## config.mk

```make
export PLATFORM = sky130hd
export DESIGN_NAME = spi_match_engine_flat
export DESIGN_NICKNAME = d
export VERILOG_FILES = /design/src/rtl/spi_match_engine_if.sv /design/src/rtl/spi_match_engine.sv /design/src/flat_wrapper.sv
export SDC_FILE = /design/constraint.sdc
export NUM_CORES = 1
export LEC_CHECK = 0
export BUFFER_PORTS_ARGS = -buffer_cell sky130_fd_sc_hd__buf_4
export CORE_UTILIZATION = 40
export CTS_CLUSTER_SIZE = 8
export DETAILED_ROUTE_END_ITERATION = 12
export PLACE_DENSITY = 0.54
export SLEW_MARGIN = 20
export SYNTH_ARGS = -nofsm -noshare
export SYNTH_HDL_FRONTEND = slang
export SYNTH_SLANG_ARGS = --single-unit
```

## constraint.sdc

```tcl
create_clock -name sclk -period 3.1 [get_ports sclk]
set_input_delay 0.31 -clock sclk [delete_from_list [all_inputs] [get_ports sclk]]
set_output_delay 0.31 -clock sclk [all_outputs]
set_load 0.02 [all_outputs]
```

## src/rtl/spi_match_engine_if.sv

```systemverilog
// ---------------------------------------------------------------------------
// spi_match_engine_if: chip-select, byte bus and result outputs. Rev 1.0
// ---------------------------------------------------------------------------
`default_nettype none

interface spi_match_engine_if;
  logic       cs;
  logic [7:0] mosi;
  logic [7:0] miso;
  logic [7:0] result;
  logic       match;

  modport slave (input cs, mosi, output miso, result, match);
  modport master(output cs, mosi, input miso, result, match);
endinterface

`default_nettype wire

```

## src/rtl/spi_match_engine.sv

```systemverilog
// ---------------------------------------------------------------------------
// spi_match_engine: SPI register file with a streaming char/mask matcher. Rev 1.0
// ---------------------------------------------------------------------------
`default_nettype none

module spi_match_engine #(
  parameter int NUM_SLOTS = 8,
  parameter int CNT_W     = 8
) (
  input  wire logic          sclk,
  input  wire logic          rst_n,
  spi_match_engine_if.slave  bus
);

  typedef enum logic [2:0] {
    IDLE    = 3'd0,
    RD_ADDR = 3'd1,
    WR_ADDR = 3'd2,
    WR_DATA = 3'd3,
    STREAM  = 3'd4
  } state_t;

  localparam logic [CNT_W-1:0] CNT_ONE = CNT_W'(1);
  localparam logic [CNT_W-1:0] CNT_MAX = {CNT_W{1'b1}};
  // Mask slots 13..15 would alias the read-only status/count/result addresses
  localparam int MASK_ADDR_SLOTS = 13;

  state_t           state_q, state_d;
  logic [4:0]       addr_q;
  logic [7:0]       char_q [NUM_SLOTS];
  logic [7:0]       mask_q [NUM_SLOTS];
  logic [7:0]       result_q;
  logic [CNT_W-1:0] count_q;
  logic [7:0]       miso_q;
  logic             match_q;

  logic             rd_en, wr_addr_ld, wr_en, stream_en, clr_en;
  logic [7:0]       hit_or;
  logic             any_hit;
  logic [7:0]       rd_data;
  logic [7:0]       count_ext;
  logic             count_sat;
  logic [4:0]       raddr;

  assign count_sat = (count_q == CNT_MAX);
  assign raddr     = bus.mosi[4:0];

  always_comb begin
    count_ext = 8'h00;
    count_ext[CNT_W-1:0] = count_q;
  end

  always_comb begin
    state_d    = state_q;
    rd_en      = 1'b0;
    wr_addr_ld = 1'b0;
    wr_en      = 1'b0;
    stream_en  = 1'b0;
    clr_en     = 1'b0;
    if (bus.cs) begin
      state_d = IDLE;
    end else begin
      case (state_q)
        IDLE: begin
          case (bus.mosi)
            8'h03:   state_d = RD_ADDR;
            8'h02:   state_d = WR_ADDR;
            8'h80:   state_d = STREAM;
            8'h81:   clr_en  = 1'b1;
            default: state_d = IDLE;
          endcase
        end
        RD_ADDR: begin
          rd_en   = 1'b1;
          state_d = IDLE;
        end
        WR_ADDR: begin
          wr_addr_ld = 1'b1;
          state_d    = WR_DATA;
        end
        WR_DATA: wr_en     = 1'b1;
        STREAM:  stream_en = 1'b1;
        default: state_d   = IDLE;
      endcase
    end
  end

  always_comb begin
    hit_or  = 8'h00;
    any_hit = 1'b0;
    for (int k = 0; k < NUM_SLOTS; k++) begin
      if ((mask_q[k] != 8'h00) && (bus.mosi == char_q[k])) begin
        hit_or  = hit_or | mask_q[k];
        any_hit = 1'b1;
      end
    end
  end

  always_comb begin
    rd_data = 8'h00;
    for (int k = 0; k < NUM_SLOTS; k++) begin
      if (raddr == 5'(k)) rd_data = char_q[k];
      if ((k < MASK_ADDR_SLOTS) && (raddr == 5'(16 + k))) rd_data = mask_q[k];
    end
    case (raddr)
      5'h1D:   rd_data = {6'b0, count_sat, (result_q != 8'h00)};
      5'h1E:   rd_data = count_ext;
      5'h1F:   rd_data = result_q;
      default: ;
    endcase
  end

  always_ff @(posedge sclk) begin
    if (!rst_n) begin
      state_q  <= IDLE;
      addr_q   <= 5'd0;
      result_q <= 8'h00;
      count_q  <= '0;
      miso_q   <= 8'h00;
      match_q  <= 1'b0;
      for (int k = 0; k < NUM_SLOTS; k++) begin
        char_q[k] <= 8'h00;
        mask_q[k] <= 8'h00;
      end
    end else begin
      state_q <= state_d;
      match_q <= stream_en & any_hit;
      if (rd_en) miso_q <= rd_data;
      if (wr_addr_ld) addr_q <= bus.mosi[4:0];
      if (wr_en) begin
        addr_q <= addr_q + 5'd1;
        for (int k = 0; k < NUM_SLOTS; k++) begin
          if (addr_q == 5'(k)) char_q[k] <= bus.mosi;
          if ((k < MASK_ADDR_SLOTS) && (addr_q == 5'(16 + k))) mask_q[k] <= bus.mosi;
        end
      end
      if (clr_en) begin
        result_q <= 8'h00;
        count_q  <= '0;
      end
      if (stream_en) begin
        result_q <= result_q | hit_or;
        if (any_hit && !count_sat) count_q <= count_q + CNT_ONE;
      end
    end
  end

  assign bus.miso   = miso_q;
  assign bus.result = result_q;
  assign bus.match  = match_q;

endmodule

`default_nettype wire

```

## src/flat_wrapper.sv

```systemverilog
// flat-port wrapper written by rule: the top's interface ports become plain ports
module spi_match_engine_flat 
#(
  parameter int NUM_SLOTS = 8,
  parameter int CNT_W     = 8
)
  (sclk, rst_n, bus_cs, bus_mosi, bus_miso, bus_result, bus_match);
  spi_match_engine_if bus_i ();
  input  wire logic sclk;
  input  wire logic rst_n;
  input wire logic [$bits(bus_i.cs)-1:0] bus_cs;
  input wire logic [$bits(bus_i.mosi)-1:0] bus_mosi;
  output wire logic [$bits(bus_i.miso)-1:0] bus_miso;
  output wire logic [$bits(bus_i.result)-1:0] bus_result;
  output wire logic [$bits(bus_i.match)-1:0] bus_match;
  assign bus_i.cs = bus_cs;
  assign bus_i.mosi = bus_mosi;
  assign bus_miso = bus_i.miso;
  assign bus_result = bus_i.result;
  assign bus_match = bus_i.match;
  spi_match_engine #(.NUM_SLOTS(NUM_SLOTS), .CNT_W(CNT_W)) u_core (.sclk(sclk), .rst_n(rst_n), .bus(bus_i));
endmodule
```

-- After elaboration in Yosys (flattened, before gate mapping)
Memory sizes are Yosys's and may differ from the RTL's.
Cells that the tools add are included.
- register bits after elaboration: 33
- memory bits (writable): 128
- input port bits: 11
- output and inout bits: 17
- word-level logic and storage cells: 249
- memories: 2
- add/sub/neg operators: 2
- equal/unequal tests: 51
- muxes and demuxes: 134
- bitwise logic cells: 27
- reduce and logical (&&, ||, !) cells: 27
- memory list (memory ; depth ; bits a word ; rd ports ; clocked after Yosys merged registers in ; write ports ; line ; RTL):
    u_core.char_q ; 8 ; 8 ; 8 ; 0 ; 8 ; spi_match_engine.sv:30 ; logic [7:0] char_q [NUM_SLOTS];
    u_core.mask_q ; 8 ; 8 ; 8 ; 0 ; 8 ; spi_match_engine.sv:31 ; logic [7:0] mask_q [NUM_SLOTS];
- operator list (kind ; count):
    8-bit two-way mux ; 45
    5-bit == test (second input constant) ; 19
    1-bit two-way mux ; 84
    8-bit nonzero test ; 9
    8-bit == test ; 8
    8-bit bitwise OR ; 8
    5-bit by 3-bit == test with 1-bit output (second input constant) ; 8
    8-bit == test (second input constant) ; 3
    8-bit one-hot mux with 3 select lines ; 1
    5-bit by 2-bit == test with 1-bit output (second input constant) ; 4
    8-bit by 2-bit == test with 1-bit output (second input constant) ; 2
    1-bit bitwise OR ; 16
    3-bit one-hot mux with 4 select lines ; 1
    5-bit by 1-bit == test with 1-bit output (second input constant) ; 2
    5-bit logical NOT ; 2
    5-bit two-way mux ; 2
    1-bit logical AND ; 9
    3-bit one-hot mux with 3 select lines ; 1
    8-bit by 1-bit adder with 8-bit output (second input constant) ; 1
    3-bit by 2-bit == test with 1-bit output (second input constant) ; 2
    5-bit by 1-bit adder with 5-bit output (second input constant) ; 1
    2-bit nonzero test ; 2
    2-bit OR reduction ; 2
    3-bit by 1-bit == test with 1-bit output (second input constant) ; 1
    7 further kinds ; 8

-- Depth between registers and ports, before layout
- depth after elaboration: 19
- depth in mapped cells: 10
- mapped depth without buffers: 8

-- Least setup slack after synthesis
No wires, ideal clock.
- path kind: flip-flop to flip-flop
- from: reg u_core.state_q[0]
- to: mem u_core.char_q[7][0] (enable)
- library setup time: 0.384 ns
- arrival: 1.970 ns
- slack: 0.746 ns
- stages on the path, launching flop included: 6
- path through: dfxtp_1 > clkbuf_1 > nand3_1 > nor3b_1 > nand2_1 > o21ai_0
- RTL lines (item ; line ; RTL):
    from (decl) ; spi_match_engine.sv:28 ; state_t state_q, state_d;
    from (signal assigned) ; spi_match_engine.sv:126 ; state_q <= state_d;
    to (decl) ; spi_match_engine.sv:30 ;

==> impl_metrics.csv <==
group,metric,value,unit
yosys,ys_seq_area_share,54.2,%
worst_setup_path,crit_end,"u_core.count_ext[5]",
worst_setup_path,r2r-end,"u_core.count_ext[5]",
yosys,synth.net_count,792,
yosys,synth_edf_count,128,
grt,grt_use_total,31.0,%
detailed_routing,wire_per_inst,29.4,µm
worst_setup_path,setup.worst_path.start,"u_core.mask_q[3][12]",
hold_path,hold_path_class,"in -> reg",
floorplanning,die_w,146,µm
clocking,cts-resized-gates,0,
sta,setup_viol,0,
worst_setup_path,cp-end-kind,"flip-flop",
worst_setup_path,cp_max_fo,10,
placed_design,dpl.hpwl,24.1,mm
sta,worst_hold_slack,0.357,ns
power_and_ir_drop,total_power,0.00488,W
floorplanning,row_count,52,
power_and_ir_drop,switchingPower,0.00126,W
grt,grt_pass1_vias,6827,
detailed_routing,num_vias,7041,
worst_setup_path,worst_setup_path_start_kind,"flip-flop",
final_layout,nFillCells,1977,
final_layout,final_common_cell,"edfxtp_1",
grt,grt_antenna_before_repair,0,
yosys,synthesis.area,8310,µm²
detailed_routing,drt_wl_total,32.0,mm
yosys,synth_cell_types,64,
yosys,synthArstFlopShare,0,%
placed_design,dp.cells,1054,
sta,fin_tns_setup,0,ns
clocking,clk_pin_slew,0.07,ns
clocking,cts.sinks,161,
worst_setup_path,rrSetupSlack,0.20,ns
clocking,cts_hold_buf,0,
sta,slew_headroom,28.9,%
placed_design,port-buffer-count,27,
detailed_routing,final_antenna_net_count,0,
final_layout,mostFrequentLayoutCells,"edfxtp_1, nor2_1, nand2_1",
power_and_ir_drop,p_sw_share,25.8,%
worst_setup_path,cp.arrival,3.22,ns
floorplanning,start_util,40.9,%
worst_setup_path,reg2reg_from,"u_core.mask_q[3][12]",
clocking,cts_buffer_depth,2,
detailed_routing,drc,0,
worst_setup_path,path_class,"reg -> reg",
sta,fmax,345,MHz
clocking,cts_buffers,17,
worst_setup_path,cp.required,3.42,ns
sta,period_share,93.6,%
clocking,clk_latency,0.44,ns
clocking,cts_tree,"built",
final_layout,diodes,0,
power_and_ir_drop,combPwrFrac,7.2,%
grt,grt_first_pass_wirelength,47.5,mm
final_layout,syn2layout_area_growth,12.5,%
final_layout,drive_gt1_share,12.1,%
yosys,synth.avg_cell_area,10.7,µm²
floorplanning,dieArea,21400,µm²
grt,grt_max_degree,33,
placed_design,gp_congestion,1.06,
final_layout,finalNetCount,819,
worst_setup_path,r2r_cells,6,
power_and_ir_drop,power_report.internal_total,0.00362,W
clocking,root_buffer,"clkbuf_16",
power_and_ir_drop,p_seq_share,51.7,%
sta,finalMaxSlewViolations,0,
power_and_ir_drop,powerDensity,522,nW/µm²
sta,finalHoldViolations,0,
power_and_ir_drop,clkPwrFrac,41.1,%
sta,skew,0.0248,ns
detailed_routing,first_pass_iters,6,
grt,grt_overflow,0,
power_and_ir_drop,ir_drop,347,µV
sta,min_period,2.90,ns
yosys,ys_seq_elements,161,
clocking,cts_setup_buffers,0,
detailed_routing,drt-initial-drc-count,974,
floorplanning,design.core.area,20300,µm²
detailed_routing,vias_per_cell,6.48,
power_and_ir_drop,power.leakage,3.18,nW
sta,worst_slew_pin_slew,1.06,ns
floorplanning,pin_count,28,
final_layout,stdcell_count,1086,
run_status,status,"complete, no violations",
yosys,synth_top_flop_cell,"edfxtp_1",
job,drv_cap,0,
sta,rsz0062_at_grt,"no",
clocking,cts_max_level,4,
yosys,yosysWarnings,0,
floorplanning,die_height,146,µm
yosys,syn_inst,776,
synth_stat cells (20+ instances only):
cell type	n	area, µm²
a22oi_1	61	458
nand3_1	23	115
clkbuf_1	27	101
xor2_1	20	175
nor2_1	122	458
edfxtp_1	128	3840
nor4_1	22	138
xnor2_1	45	394
dfxtp_1	33	661
nand2_1	67	251
a21oi_1	32	160
nand4_1	21	131
sequential cells by signal (all words and copies together) (netlist names):
register           flops
u_core.bus.miso        8
u_core.bus.result      8
u_core.bus.match       1
u_core.count_ext       8
u_core.state_q         3
u_core.mask_q         64
u_core.char_q         64
u_core.addr_q          5
power groups by stage:
| stage | clock network (W) | registers, W | logic, W |
|---|---|---|---|
| after detailed placement | 0 | 0.00256 | 0.000342 |
| after global routing | 0.00211 | 0.00252 | 0.000372 |
| after global placement | 0 | 0.00256 | 0.000341 |
| final | 0.00200 | 0.00252 | 0.000350 |
| after floorplan | 0 | 0.00250 | 0.000244 |
| after CTS | 0.00203 | 0.00252 | 0.000345 |
metrics by stage:
step	cell area, µm²	setup WS, ns	util [%]
after floorplan	8310	0.746	-
after global placement	8800	0.430	43.4
after detailed placement	8800	0.432	43.4
after CTS	9350	0.392	46.0
after global routing	9350	0.235	46.0
final	9350	0.199	46.0
final cells by class:
cell class / instances / area [µm²] / share of cell area (%)
Inverter: 17 / 63.8 / 0.683
Clock inverter: 14 / 116 / 1.24
Sequential cell: 161 / 4500 / 48.2
Timing Repair Buffer: 52 / 390 / 4.18
Multi-Input combinational cell: 554 / 3500 / 37.5
Tap cell: 270 / 338 / 3.61
Clock buffer: 18 / 429 / 4.59
cell families after synthesis:
kind of cell             count (synthesis)  synth area share (%)
buffers and inverters                   61                  3.63
AO/OA/AOI/OAI                          174                  15.6
AND/OR/NAND/NOR                        296                  17.1
flip-flops                             161                  54.2
multiplexers                            14                  1.85
XOR/XNOR                                65                  6.85
adder cells (fa/ha/maj)                  5                 0.753
metal layers:
layer / global-route usage [%] / wire, µm / share of wire, %
met1: 43.3 / 13200 / 41
met4: 11.3 / 1060 / 3.3
met2: 48.5 / 14700 / 46
met5: 0 / 0 / 0
met3: 5.00 / 3020 / 9.4
worst min path at each step:
stage	from	endpoint	slack (ns)	cells past startpoint
global placement	u_core.bus.miso[2]	u_core.bus.miso[2]	0.47	2
detailed placement	u_core.bus.miso[6]	u_core.bus.miso[6]	0.47	2
global route	bus_cs	u_core.state_q[2]	0.37	5
floorplan	u_core.count_ext[1]	u_core.count_ext[1]	0.48	2
CTS	bus_cs	u_core.state_q[1]	0.35	5
finish	bus_cs	u_core.state_q[1]	0.36	5
critical path, cell delays in order, from the launching register on:
cell and delay (ns):
edfxtp_1 0.54, nor4_1 0.64, a211oi_2 0.25, nor4_2 0.74, a21oi_4 0.22, mux2i_1 0.17
a41o_1 0.21
No activity file was read; power rests on OpenSTA's default activity.
